$ cat config.mk
export PLATFORM = sky130hd
export DESIGN_NAME = i2c_cfg_writer
export DESIGN_NICKNAME = d
export VERILOG_FILES = /design/src/rtl/i2c_cfg_writer.sv
export SDC_FILE = /design/constraint.sdc
export NUM_CORES = 1
export LEC_CHECK = 0
export CAP_MARGIN = 15
export CORE_UTILIZATION = 40
export DETAILED_ROUTE_END_ITERATION = 10
export SLEW_MARGIN = 20
export SYNTH_ARGS = -nofsm -noshare
export SYNTH_HDL_FRONTEND = slang
export SYNTH_SLANG_ARGS = --single-unit
$ cat constraint.sdc
create_clock -name CLOCK -period 5.09 [get_ports CLOCK]
set_input_delay 1.018 -clock CLOCK [delete_from_list [all_inputs] [get_ports CLOCK]]
set_output_delay 1.018 -clock CLOCK [all_outputs]
set_load 0.02 [all_outputs]
$ cat src/rtl/i2c_cfg_writer.sv
// I2C write master for 24-bit codec configuration words (START, 3 bytes + ACKs, STOP).
// Optional NACK retry is compiled in with `define I2C_ACK_RETRY_EN.
module i2c_cfg_writer #(
  parameter int unsigned CLK_DIV   = 125,
  parameter int unsigned MAX_RETRY = 3
) (
  input  logic        CLOCK,
  input  logic        RESET,
  input  logic        GO,
  input  logic [23:0] DATA,
  output logic        I2C_SCLK,
  output logic        I2C_SDAT_OE,
  input  logic        I2C_SDAT_IN,
  output logic        END,
  output logic        BUSY,
  output logic        ACK_ERR
);

  if (CLK_DIV < 2 || CLK_DIV > 1023 || MAX_RETRY > 15) begin : g_param_check
    $error("i2c_cfg_writer: CLK_DIV must be 2..1023 and MAX_RETRY at most 15");
  end

  localparam logic [9:0] DIV_M1 = 10'(CLK_DIV - 1);

  typedef enum logic [2:0] {S_IDLE, S_START, S_DATA_BIT, S_ACK, S_STOP} state_t;

  state_t      state_q, state_d;
  logic [9:0]  cnt_q, cnt_d;
  logic [1:0]  ph_q, ph_d;
  logic        go_q;
  logic [23:0] shift_q, shift_d;
  logic [4:0]  bit_q, bit_d;
  logic        nack_q, nack_d;
  logic        scl_q, scl_d;
  logic        oe_q, oe_d;
  logic        end_q, end_d;
  logic        busy_q, busy_d;
  logic        err_q, err_d;

  logic        launch, tick;
  logic        retry_ok, restart;
  logic [23:0] reload_w;

  assign launch = GO & ~go_q & (state_q == S_IDLE);
  assign tick   = (state_q != S_IDLE) && (cnt_q == DIV_M1);

`ifdef I2C_ACK_RETRY_EN
  localparam logic [3:0] MAX_RETRY_W = 4'(MAX_RETRY);
  logic [23:0] word_q;
  logic [3:0]  retry_q;

  always_ff @(posedge CLOCK or posedge RESET) begin
    if (RESET) begin
      word_q  <= '0;
      retry_q <= '0;
    end else if (launch) begin
      word_q  <= DATA;
      retry_q <= '0;
    end else if (tick && state_q == S_STOP && ph_q == 2'd3 && restart) begin
      retry_q <= retry_q + 4'd1;
    end
  end

  assign retry_ok = (retry_q < MAX_RETRY_W);
  assign restart  = nack_q & retry_ok;
  assign reload_w = word_q;
`else
  assign retry_ok = 1'b0;
  assign restart  = 1'b0;
  assign reload_w = '0;
`endif

  always_ff @(posedge CLOCK or posedge RESET) begin
    if (RESET) begin
      state_q <= S_IDLE;
      cnt_q   <= '0;
      ph_q    <= '0;
      go_q    <= 1'b0;
      shift_q <= '0;
      bit_q   <= '0;
      nack_q  <= 1'b0;
      scl_q   <= 1'b1;
      oe_q    <= 1'b0;
      end_q   <= 1'b1;
      busy_q  <= 1'b0;
      err_q   <= 1'b0;
    end else begin
      state_q <= state_d;
      cnt_q   <= cnt_d;
      ph_q    <= ph_d;
      go_q    <= GO;
      shift_q <= shift_d;
      bit_q   <= bit_d;
      nack_q  <= nack_d;
      scl_q   <= scl_d;
      oe_q    <= oe_d;
      end_q   <= end_d;
      busy_q  <= busy_d;
      err_q   <= err_d;
    end
  end

  always_comb begin
    state_d = state_q;
    ph_d    = ph_q;
    cnt_d   = '0;
    if (state_q != S_IDLE && !tick) cnt_d = cnt_q + 10'd1;
    if (launch) begin
      state_d = S_START;
      ph_d    = '0;
    end else if (tick) begin
      ph_d = ph_q + 2'd1;
      if (ph_q == 2'd3) begin
        case (state_q)
          S_START:    state_d = S_DATA_BIT;
          S_DATA_BIT: if (bit_q[2:0] == 3'd0) state_d = S_ACK;
          // bit counter saturates at 0, so 0 here means the third byte was acknowledged
          S_ACK:      state_d = (nack_q || bit_q == 5'd0) ? S_STOP : S_DATA_BIT;
          S_STOP:     state_d = restart ? S_START : S_IDLE;
          default:    state_d = S_IDLE;
        endcase
      end
    end
  end

  always_comb begin
    shift_d = shift_q;
    bit_d   = bit_q;
    nack_d  = nack_q;
    scl_d   = scl_q;
    oe_d    = oe_q;
    end_d   = end_q;
    busy_d  = busy_q;
    err_d   = err_q;
    if (launch) begin
      shift_d = DATA;
      bit_d   = 5'd23;
      nack_d  = 1'b0;
      err_d   = 1'b0;
      busy_d  = 1'b1;
      end_d   = 1'b0;
    end else if (tick) begin
      case (state_q)
        S_START: begin
          case (ph_q)
            2'd0: begin scl_d = 1'b1; oe_d = 1'b0; end
            2'd1: oe_d = 1'b1;
            2'd3: scl_d = 1'b0;
            default: ;
          endcase
        end
        S_DATA_BIT: begin
          case (ph_q)
            2'd0: begin scl_d = 1'b0; oe_d = ~shift_q[23]; end
            2'd1: scl_d = 1'b1;
            2'd3: begin
              scl_d   = 1'b0;
              shift_d = {shift_q[22:0], 1'b0};
              if (bit_q != 5'd0) bit_d = bit_q - 5'd1;
            end
            default: ;
          endcase
        end
        S_ACK: begin
          case (ph_q)
            2'd0: oe_d = 1'b0;
            2'd1: scl_d = 1'b1;
            2'd2: begin
              nack_d = I2C_SDAT_IN;
              if (I2C_SDAT_IN && !retry_ok) err_d = 1'b1;
            end
            2'd3: scl_d = 1'b0;
            default: ;
          endcase
        end
        S_STOP: begin
          case (ph_q)
            2'd0: begin scl_d = 1'b0; oe_d = 1'b1; end
            2'd1: scl_d = 1'b1;
            2'd2: oe_d = 1'b0;
            2'd3: begin
              if (restart) begin
                shift_d = reload_w;
                bit_d   = 5'd23;
                nack_d  = 1'b0;
              end else begin
                end_d  = 1'b1;
                busy_d = 1'b0;
              end
            end
            default: ;
          endcase
        end
        default: ;
      endcase
    end
  end

  assign I2C_SCLK    = scl_q;
  assign I2C_SDAT_OE = oe_q;
  assign END         = end_q;
  assign BUSY        = busy_q;
  assign ACK_ERR     = err_q;

endmodule

==> results.py, run 1 <==
metrics = {
    "finish": {
        "drive_gt1_share_pct": 7.14,
        "insertedDiodeCount": 0,
        "multi_input_area_sq_um": 1230,
        "seqCellArea_sq_um": 1280,
        "n_fill_cell": 591,
        "area_growth_pct": 18.6,
        "final_nets": 329,
    },
    "synth": {
        "yosys.cell_count.top_type": "dfrtp_1",
        "yosysTopAreaCell": "dfrtp_1",
        "ys_top_cells_by_area": "dfrtp_1, mux2i_1, o21ai_0, nand2_1, ha_1",
        "syn_area_sq_um": 2630,
        "synthTopCellsByCount": "dfrtp_1, o21ai_0, nand2_1",
        "ys_types": 41,
        "ys_ff_latch": 51,
        "netlist.area_leader.share_pct": 46.6,
        "synthFlopType": "dfrtp_1",
        "synth_area_per_cell_sq_um": 9.90,
        "syn_inst": 266,
        "yosysWarnings": 0,
        "synth_edf_count": 0,
        "syn-num-nets": 302,
        "async_flop_share_pct": 100,
        "yosysSeqAreaShare_pct": 48.6,
    },
    "place": {
        "gp_congestion": 0.723,
        "post-dp-hpwl_um": 3230,
        "port_buffers": 32,
    },
    "critical_path": {
        "reg2reg_to": "I2C_SDAT_OE$_DFFE_PP0P_",
        "reg2reg_slack_ns": 2.93,
        "cp.depth": 1,
        "ff2ff_path_depth": 6,
        "cp_top_family": "buffers and inverters",
        "cp.buffers_inverters": 1,
        "slowest_stage": "clkdlybuf4s50_1",
        "crit_required_ns": 4.07,
        "critPathArrivalTime_ns": 1.43,
        "critPathMaxStageDelay_ns": 0.59,
        "cp_max_fo": 2,
        "r2r-start": "cnt_q[0]$_DFF_PP0_",
        "cp-end-kind": "output pin",
        "start_kind": "flop",
        "crit_type": "flop to output pin",
        "path_cells": "clkdlybuf4s50_1",
    },
    "routing": {
        "dr.pass1.iters": 4,
        "wl_per_cell_um": 13.1,
        "route.met3.wl_um": 214,
        "routed-wl-met2_um": 2180,
        "via_count": 1920,
        "m1WireLength_um": 2420,
        "drt_iter0_markers": 135,
        "postRouteAntennaNets": 0,
        "via_per_inst": 5.18,
        "top_layer": "met4",
        "drc": 0,
        "drt-total-wl_um": 4870,
    },
    "power_and_ir_drop": {
        "powerDensity_nw_per_um2": 247,
        "peakVddDrop_mv": 0.151,
        "p_leak_nw": 1.44,
    },
    "clocking": {
        "cts_resized": 0,
        "clk_pin_slew_ns": 0.09,
        "clock_path_buffers": 2,
        "cts_tree": "done",
        "cts_setup_buffers": 0,
        "cts_inserted_buffers": 5,
        "htreeDepth": 2,
        "clock_latency_ns": 0.31,
        "root_buffer": "clkbuf_8",
        "ctsHoldBuffers": 0,
        "clock_sinks": 51,
    },
    "floorplan": {
        "initial_utilization_pct": 41.5,
        "core_sq_um": 6350,
        "die_h_um": 83.1,
        "ios": 33,
        "die_x_um": 83.1,
        "dieArea_sq_um": 6910,
        "num_rows": 29,
    },
    "sta": {
        "worst_pin_slew_ns": 0.863,
        "finClkSkew_ns": 0.00927,
        "finalSetupTns_ns": 0,
        "fmax_mhz": 408,
        "slew_violations": 0,
        "timing.hold.ws_ns": 0.510,
        "rsz0062_at_grt": "no",
        "relSlewSlack_pct": 42.4,
        "period_needed_ns": 2.45,
        "finalCritPeriodShare_pct": 48.2,
        "hold_viol": 0,
        "setup_viol": 0,
    },
    "worst_hold_path": {
        "min_from": "bit_q[3]$_DFFE_PP0P_",
        "whs_path_depth": 1,
        "hp-class": "flop to flop",
        "holdPathEnd": "bit_q[3]$_DFFE_PP0P_",
    },
    "global_routing": {
        "grt_overflow": 0,
        "grt_first_pass_wirelength_um": 8740,
        "grt_pass1_vias": 1855,
        "antenna_found_initial": 0,
        "grt_max_degree": 52,
        "grt_usage_pct": 15.5,
    },
    "flow_run": {
        "maxCapViolCount": 0,
    },
    "status": {
        "outcome": "completed",
    },
}
[state kept, by name, indices dropped and copies added, names as in the netlist]
register,count
I2C_SDAT_OE,1
END,1
ph_q,2
bit_q,5
I2C_SCLK,1
ACK_ERR,1
nack_q,1
cnt_q,10
state_q,3
shift_q,24
go_q,1
BUSY,1
[worst max-delay path by stage]
stage | start | endpoint | slack (ns)
6_report | I2C_SCLK$_DFFE_PP1P_ | I2C_SCLK | 2.64
5_1_grt | END$_DFFE_PP1P_ | END | 2.59
4_1_cts | I2C_SCLK$_DFFE_PP1P_ | I2C_SCLK | 2.62
3_5_place_dp | GO | ACK_ERR$_DFFE_PP0P_ | 2.52
3_3_place_gp | GO | ACK_ERR$_DFFE_PP0P_ | 2.53
2_1_floorplan | RESET | ACK_ERR$_DFFE_PP0P_ | 2.85
[placed cells by master (no fill, tap or decap), types with 4 or more instances in the layout]
cell type / synthesis / layout
dfrtp_1: 49 / 49
clkdlybuf4s50_1: 0 / 32
o21ai_0: 31 / 31
nand2_1: 30 / 30
mux2i_1: 25 / 25
nor2_1: 19 / 19
inv_1: 14 / 13
ha_1: 8 / 8
nand4_1: 7 / 7
xor2_1: 7 / 7
nand3_1: 7 / 7
nor3_1: 5 / 5
clkbuf_8: 0 / 5
or3_1: 4 / 4
a21oi_1: 4 / 4
nor3b_1: 4 / 4
[logic make-up (layout without fill, tap and decap cells)]
family,after synthesis,count (layout),share of synthesized area (%)
buffers and inverters,29,57,4.75
muxes,27,27,10.4
DFF,51,51,48.6
AOI/OAI and AO/OA,47,47,10.1
and+or+nand+nor,95,95,19.4
xor gates and xnor gates,9,9,2.99
adders and majority gates,8,8,3.80
[cell type report]
class | instances | share of cell area, %
flip-flops and latches | 51 | 40.9
multi-input cells | 186 | 39.5
repair buffers | 35 | 11.0
well taps | 77 | 3.08
clock buffers | 5 | 2.20
inverters | 14 | 1.72
clock inverters | 3 | 1.52
[stage by stage]
step	setup WS [ns]	util [%]	total power [W]	area, sq um	cells
floorplan	2.85	-	0.000460	2630	266
global placement	2.53	47.3	0.000490	3010	363
detailed placement	2.52	47.3	0.000491	3010	363
CTS	2.62	49.2	0.000786	3120	371
global route	2.59	49.2	0.000810	3120	371
finish	2.64	49.2	0.000772	3120	371
[metal layers]
layer	vias to the layer above	track usage (%)
met5	-	0
met4	0	4.23
met3	7	3.78
met2	45	24.2
met1	894	21.5
li1	974	-
[report_power, final]
part | switching (W) | total [W] | internal, W | leakage (nW)
registers | 0.00000881 | 0.000428 | 0.000419 | 0.583
clock network | 0.000141 | 0.000290 | 0.000149 | 0.0587
logic | 0.0000226 | 0.0000539 | 0.0000313 | 0.796
total | 0.000172 | 0.000772 | 0.000600 | 1.44
[worst reg2reg max path, cell delays in order, from the launching register on]
cell and delay (ns):
dfrtp_1 0.46, inv_1 0.09, ha_1 0.15, nor4b_4 0.31, nand4_1 0.36, a211oi_1 0.33, mux2_2 0.37
Note: power is estimated with default switching activity, not from simulation.
==> inputs of run 2 (changes only) <==
clock period = 2.3 ns   (was 5.09 ns; I/O delays follow)
==> results.py, run 2 (synthesis gave the netlist of run 1 again) <==
metrics = {
    "routing": {
        "drt_iter0_markers": 117,
        "via_count": 1964,
        "routed-wl-met2_um": 2290,
        "drc": 0,
        "route.met3.wl_um": 260,
        "dr.pass1.iters": 4,
        "via_per_inst": 5.20,
        "wl_per_cell_um": 13.1,
        "postRouteAntennaNets": 0,
        "top_layer": "met4",
        "m1WireLength_um": 2300,
        "drt-total-wl_um": 4940,
    },
    "worst_hold_path": {
        "hp-class": "input pin to asynchronous set/reset pin",
    },
    "finish": {
        "largest_register_ffs": 24,
        "layout_common_cells": "dfrtp_1, clkdlybuf4s50_1, o21ai_0, nand2_1, mux2i_1",
        "final_util_pct": 50.0,
        "multi_input_area_sq_um": 1230,
        "final_nets": 336,
        "layout.cells.non_filler": 378,
        "seqCellArea_sq_um": 1280,
        "drive_gt1_share_pct": 8.64,
        "insertedDiodeCount": 0,
        "regMostFlops": "shift_q",
        "final_common_cell": "dfrtp_1",
        "reg_top3": "shift_q (24), cnt_q (10), bit_q (5)",
        "n_fill_cell": 602,
        "area_growth_pct": 20.7,
    },
    "global_routing": {
        "antenna_found_initial": 0,
        "grt_usage_pct": 15.7,
        "grt_overflow": 0,
        "grt_first_pass_wirelength_um": 8850,
        "grt_max_degree": 45,
        "grt_pass1_vias": 1911,
    },
    "place": {
        "pre_cts_slack_ns": 0.228,
        "port_buffers": 32,
        "post-dp-hpwl_um": 3490,
        "dp_cells": 370,
        "gp_congestion": 0.788,
    },
    "clocking": {
        "clock_path_buffers": 2,
        "cts_resized": 0,
        "clock_sinks": 51,
        "root_buffer": "clkbuf_8",
        "cts_tree": "done",
        "clock_latency_ns": 0.30,
        "cts_setup_buffers": 0,
        "htreeDepth": 2,
        "clk_pin_slew_ns": 0.09,
        "cts_inserted_buffers": 5,
        "ctsHoldBuffers": 0,
    },
    "critical_path": {
        "cp.depth": 6,
        "critPathArrivalTime_ns": 2.29,
        "crit_type": "flop to flop",
        "cp_max_fo": 7,
        "crit_required_ns": 2.49,
        "slowest_stage": "dfrtp_1",
        "cp_top_family": "simple AND/OR/NAND/NOR gates",
        "start_kind": "flop",
        "cp.buffers_inverters": 1,
        "cp-end-kind": "flop",
        "ff2ff_path_depth": 6,
        "path_cells": "inv_1 > ha_1 > nor4b_4 > nand4_1 > a211oi_1 > mux2_2",
        "critPathMaxStageDelay_ns": 0.45,
    },
    "floorplan": {
        "die_x_um": 83.1,
        "die_h_um": 83.1,
        "ios": 33,
        "initial_utilization_pct": 41.5,
        "num_rows": 29,
        "dieArea_sq_um": 6910,
        "core_sq_um": 6350,
    },
    "sta": {
        "slew_violations": 0,
        "worst_pin_slew_ns": 0.465,
        "hold_viol": 0,
        "finClkSkew_ns": 0.00340,
        "relSlewSlack_pct": 68.9,
        "period_needed_ns": 2.09,
        "finalCritPeriodShare_pct": 91.1,
        "setup_ws_ns": 0.205,
        "fmax_mhz": 477,
        "setup_viol": 0,
        "rsz0062_at_grt": "no",
        "finalSetupTns_ns": 0,
    },
    "status": {
        "outcome": "completed",
    },
    "power_and_ir_drop": {
        "peakVddDrop_mv": 0.361,
        "p_leak_nw": 1.47,
        "powerDensity_nw_per_um2": 495,
    },
    "flow_run": {
        "maxCapViolCount": 0,
    },
}
run 2: layer usage:
metal  up-vias  GRT usage, %
met5         -             0
met4         0          5.64
met3         7          4.17
met2        47          24.7
met1       917          20.7
li1        993             -
run 2: final cells by class:
cell class | instances | area share [%]
Clock buffer | 7 | 2.40
Timing Repair Buffer | 42 | 13.6
Sequential cell | 51 | 40.3
Multi-Input combinational cell | 186 | 38.9
Tap cell | 77 | 3.03
Clock inverter | 1 | 0.158
Inverter | 14 | 1.65
run 2: per-stage QoR:
step / hold WS (ns) / power [W] / cell area (sq um)
global placement: 0.479 / 0.00109 / 3100
CTS: 0.472 / 0.00160 / 3180
global route: 0.513 / 0.00165 / 3180
floorplan: 0.466 / 0.00102 / 2630
finish: 0.460 / 0.00157 / 3180
detailed placement: 0.474 / 0.00109 / 3100
run 2: worst paths after layout:
path / slack [ns] / to / startpoint
setup / recovery: 0.21 / I2C_SDAT_OE$_DFFE_PP0P_ / cnt_q[0]$_DFF_PP0_
min in group CLOCK: 0.50 / ACK_ERR$_DFFE_PP0P_ / ACK_ERR$_DFFE_PP0P_
max in group asynchronous: 1.30 / I2C_SCLK$_DFFE_PP1P_ / RESET
hold / removal: 0.46 / go_q$_DFF_PP0_ / RESET
setup reg to reg: 0.21 / I2C_SDAT_OE$_DFFE_PP0P_ / cnt_q[0]$_DFF_PP0_
hold reg to reg: 0.50 / ACK_ERR$_DFFE_PP0P_ / ACK_ERR$_DFFE_PP0P_
run 2: where the power goes:
group / total [W] / internal, W / switching, W / leakage (nW)
logic: 0.000126 / 0.0000746 / 0.0000511 / 0.846
clock network: 0.000500 / 0.000214 / 0.000286 / 0.0422
registers: 0.000948 / 0.000928 / 0.0000198 / 0.583
==> inputs of run 3 (changes only) <==
GPL_TIMING_DRIVEN = 0   (was not set)
==> results.py, run 3 (synthesis gave the netlist of run 1 again) <==
metrics = {
    "sta": {
        "fmax_mhz": 474,
        "hold_viol": 0,
        "worst_pin_slew_ns": 0.930,
        "slew_violations": 0,
        "finClkSkew_ns": 0.00569,
        "setup_viol": 0,
        "period_needed_ns": 2.11,
        "relSlewSlack_pct": 37.1,
        "finalCritPeriodShare_pct": 91.7,
        "rsz0062_at_grt": "no",
    },
    "clocking": {
        "htreeDepth": 2,
        "clock_sinks": 51,
        "cts_tree": "done",
        "root_buffer": "clkbuf_8",
        "clock_path_buffers": 2,
        "clock_latency_ns": 0.31,
        "cts_inserted_buffers": 5,
        "clk_pin_slew_ns": 0.09,
        "cts_resized": 0,
    },
    "power_and_ir_drop": {
        "powerDensity_nw_per_um2": 505,
        "peakVddDrop_mv": 0.255,
        "swShare_pct": 23.9,
        "p_leak_nw": 1.46,
        "seqPwrFrac_pct": 59.5,
        "switchingPower_w": 0.000381,
        "power_frac_comb_pct": 7.5,
        "clock_power_share_pct": 32.9,
        "intPower_w": 0.00121,
    },
    "worst_hold_path": {
        "whs_path_depth": 1,
        "hp-class": "flop to flop",
    },
    "finish": {
        "final_nets": 343,
        "largest_register_ffs": 24,
        "fin_area_sq_um": 3150,
        "reg_top3": "shift_q (24), cnt_q (10), bit_q (5)",
        "final_util_pct": 49.6,
        "insertedDiodeCount": 0,
        "regMostFlops": "shift_q",
        "final_common_cell": "dfrtp_1",
        "n_fill_cell": 624,
        "drive_gt1_share_pct": 9.09,
        "layout_common_cells": "dfrtp_1, clkdlybuf4s50_1, o21ai_0, nand2_1, mux2i_1",
        "area_growth_pct": 19.7,
    },
    "critical_path": {
        "slowest_stage": "nor4b_1",
        "critPathMaxStageDelay_ns": 0.77,
        "start_kind": "flop",
        "cp.depth": 6,
        "path_cells": "inv_1 > ha_1 > nor4b_1 > nor2_1 > or4_1 > o21ai_0",
        "cp_top_family": "simple AND/OR/NAND/NOR gates",
        "cp.buffers_inverters": 1,
        "cp_max_fo": 7,
        "crit_type": "flop to flop",
        "cp-end-kind": "flop",
        "crit_required_ns": 2.53,
        "critPathArrivalTime_ns": 2.34,
        "ff2ff_path_depth": 6,
    },
    "global_routing": {
        "grt_first_pass_wirelength_um": 9650,
        "grt_overflow": 0,
        "antenna_found_initial": 0,
        "grt_usage_pct": 17.3,
        "grt_max_degree": 52,
        "grt_pass1_vias": 2058,
    },
    "flow_run": {
        "maxCapViolCount": 0,
    },
    "routing": {
        "via_per_inst": 5.17,
        "drt-total-wl_um": 5280,
        "wl_per_cell_um": 13.7,
        "via_count": 1990,
        "drc": 0,
        "dr.pass1.iters": 4,
        "postRouteAntennaNets": 0,
        "drt_iter0_markers": 116,
    },
    "floorplan": {
        "ios": 33,
        "dieArea_sq_um": 6910,
        "initial_utilization_pct": 41.5,
        "die_h_um": 83.1,
        "core_sq_um": 6350,
        "die_x_um": 83.1,
        "num_rows": 29,
    },
    "place": {
        "dpl_cell_area_sq_um": 3050,
        "gp_congestion": 0.765,
        "post-dp-hpwl_um": 3630,
        "port_buffers": 32,
    },
    "status": {
        "outcome": "completed",
    },
}
run 3: changes by cell type in the layout (fill, tap and decap cells not counted), moves of 3 or more:
cell and delta:
buf_12 -3, buf_2 +7, buf_4 -3, clkbuf_1 +5
run 3: metrics by stage:
| stage | worst slack [ns] | instances | hold slack [ns] | total power (W) | TNS, ns |
|---|---|---|---|---|---|
| 2_1_floorplan | 0.476 | 266 | 0.466 | 0.00102 | 0 |
| 3_3_place_gp | -0.454 | 375 | 0.491 | 0.00108 | -22.17 |
| 3_5_place_dp | 0.153 | 375 | 0.494 | 0.00109 | 0 |
| 4_1_cts | 0.142 | 383 | 0.517 | 0.00161 | 0 |
| 5_1_grt | 0.00143 | 385 | 0.547 | 0.00167 | 0 |
| 6_report | 0.192 | 385 | 0.508 | 0.00159 | 0 |
run 3: routing by layer:
metal  part of all wire (%)  wire length (um)  GRT usage [%]
met3                    3.0               156           4.17
met1                     49              2610           23.2
met5                      0                 0              0
met2                     46              2450           27.9
met4                    1.1                59           5.02
run 3: timing repair:
item                                    in CTS  in global routing
buffers inserted                             0                  2
hold buffers                                 0                  0
endpoints found under the setup margin       0                  1
run 3: layout make-up:
cell class / count / area (sq um) / share of cell area (%)
sequential: 51 / 1280 / 40.6
multi-input combinational: 186 / 1230 / 39.0
timing repair buffer: 34 / 335 / 10.6
tap: 77 / 96.3 / 3.06
clock buffer: 6 / 72.6 / 2.30
buffer: 15 / 72.6 / 2.30
inverter: 14 / 55.1 / 1.75
clock inverter: 2 / 12.5 / 0.397
run 3: final timing paths:
path,endpoint,startpoint,slack (ns)
setup reg to reg,state_q[2]$_DFFE_PP0P_,bit_q[0]$_DFFE_PP0P_,0.19
setup / recovery,state_q[2]$_DFFE_PP0P_,bit_q[0]$_DFFE_PP0P_,0.19
min in group asynchronous,shift_q[5]$_DFFE_PP0P_,RESET,0.59
hold / removal,I2C_SDAT_OE$_DFFE_PP0P_,I2C_SDAT_OE$_DFFE_PP0P_,0.51
max in group asynchronous,shift_q[14]$_DFFE_PP0P_,RESET,1.29
hold reg to reg,I2C_SDAT_OE$_DFFE_PP0P_,I2C_SDAT_OE$_DFFE_PP0P_,0.51
run 3: power groups by stage:
stage          sequential (W)  combinational, W  clock, W
3_5_place_dp         0.000965          0.000123         0
5_1_grt              0.000953          0.000137  0.000581
6_report             0.000948          0.000120  0.000524
3_3_place_gp         0.000964          0.000120         0
2_1_floorplan        0.000960         0.0000578         0
4_1_cts              0.000948          0.000123  0.000538
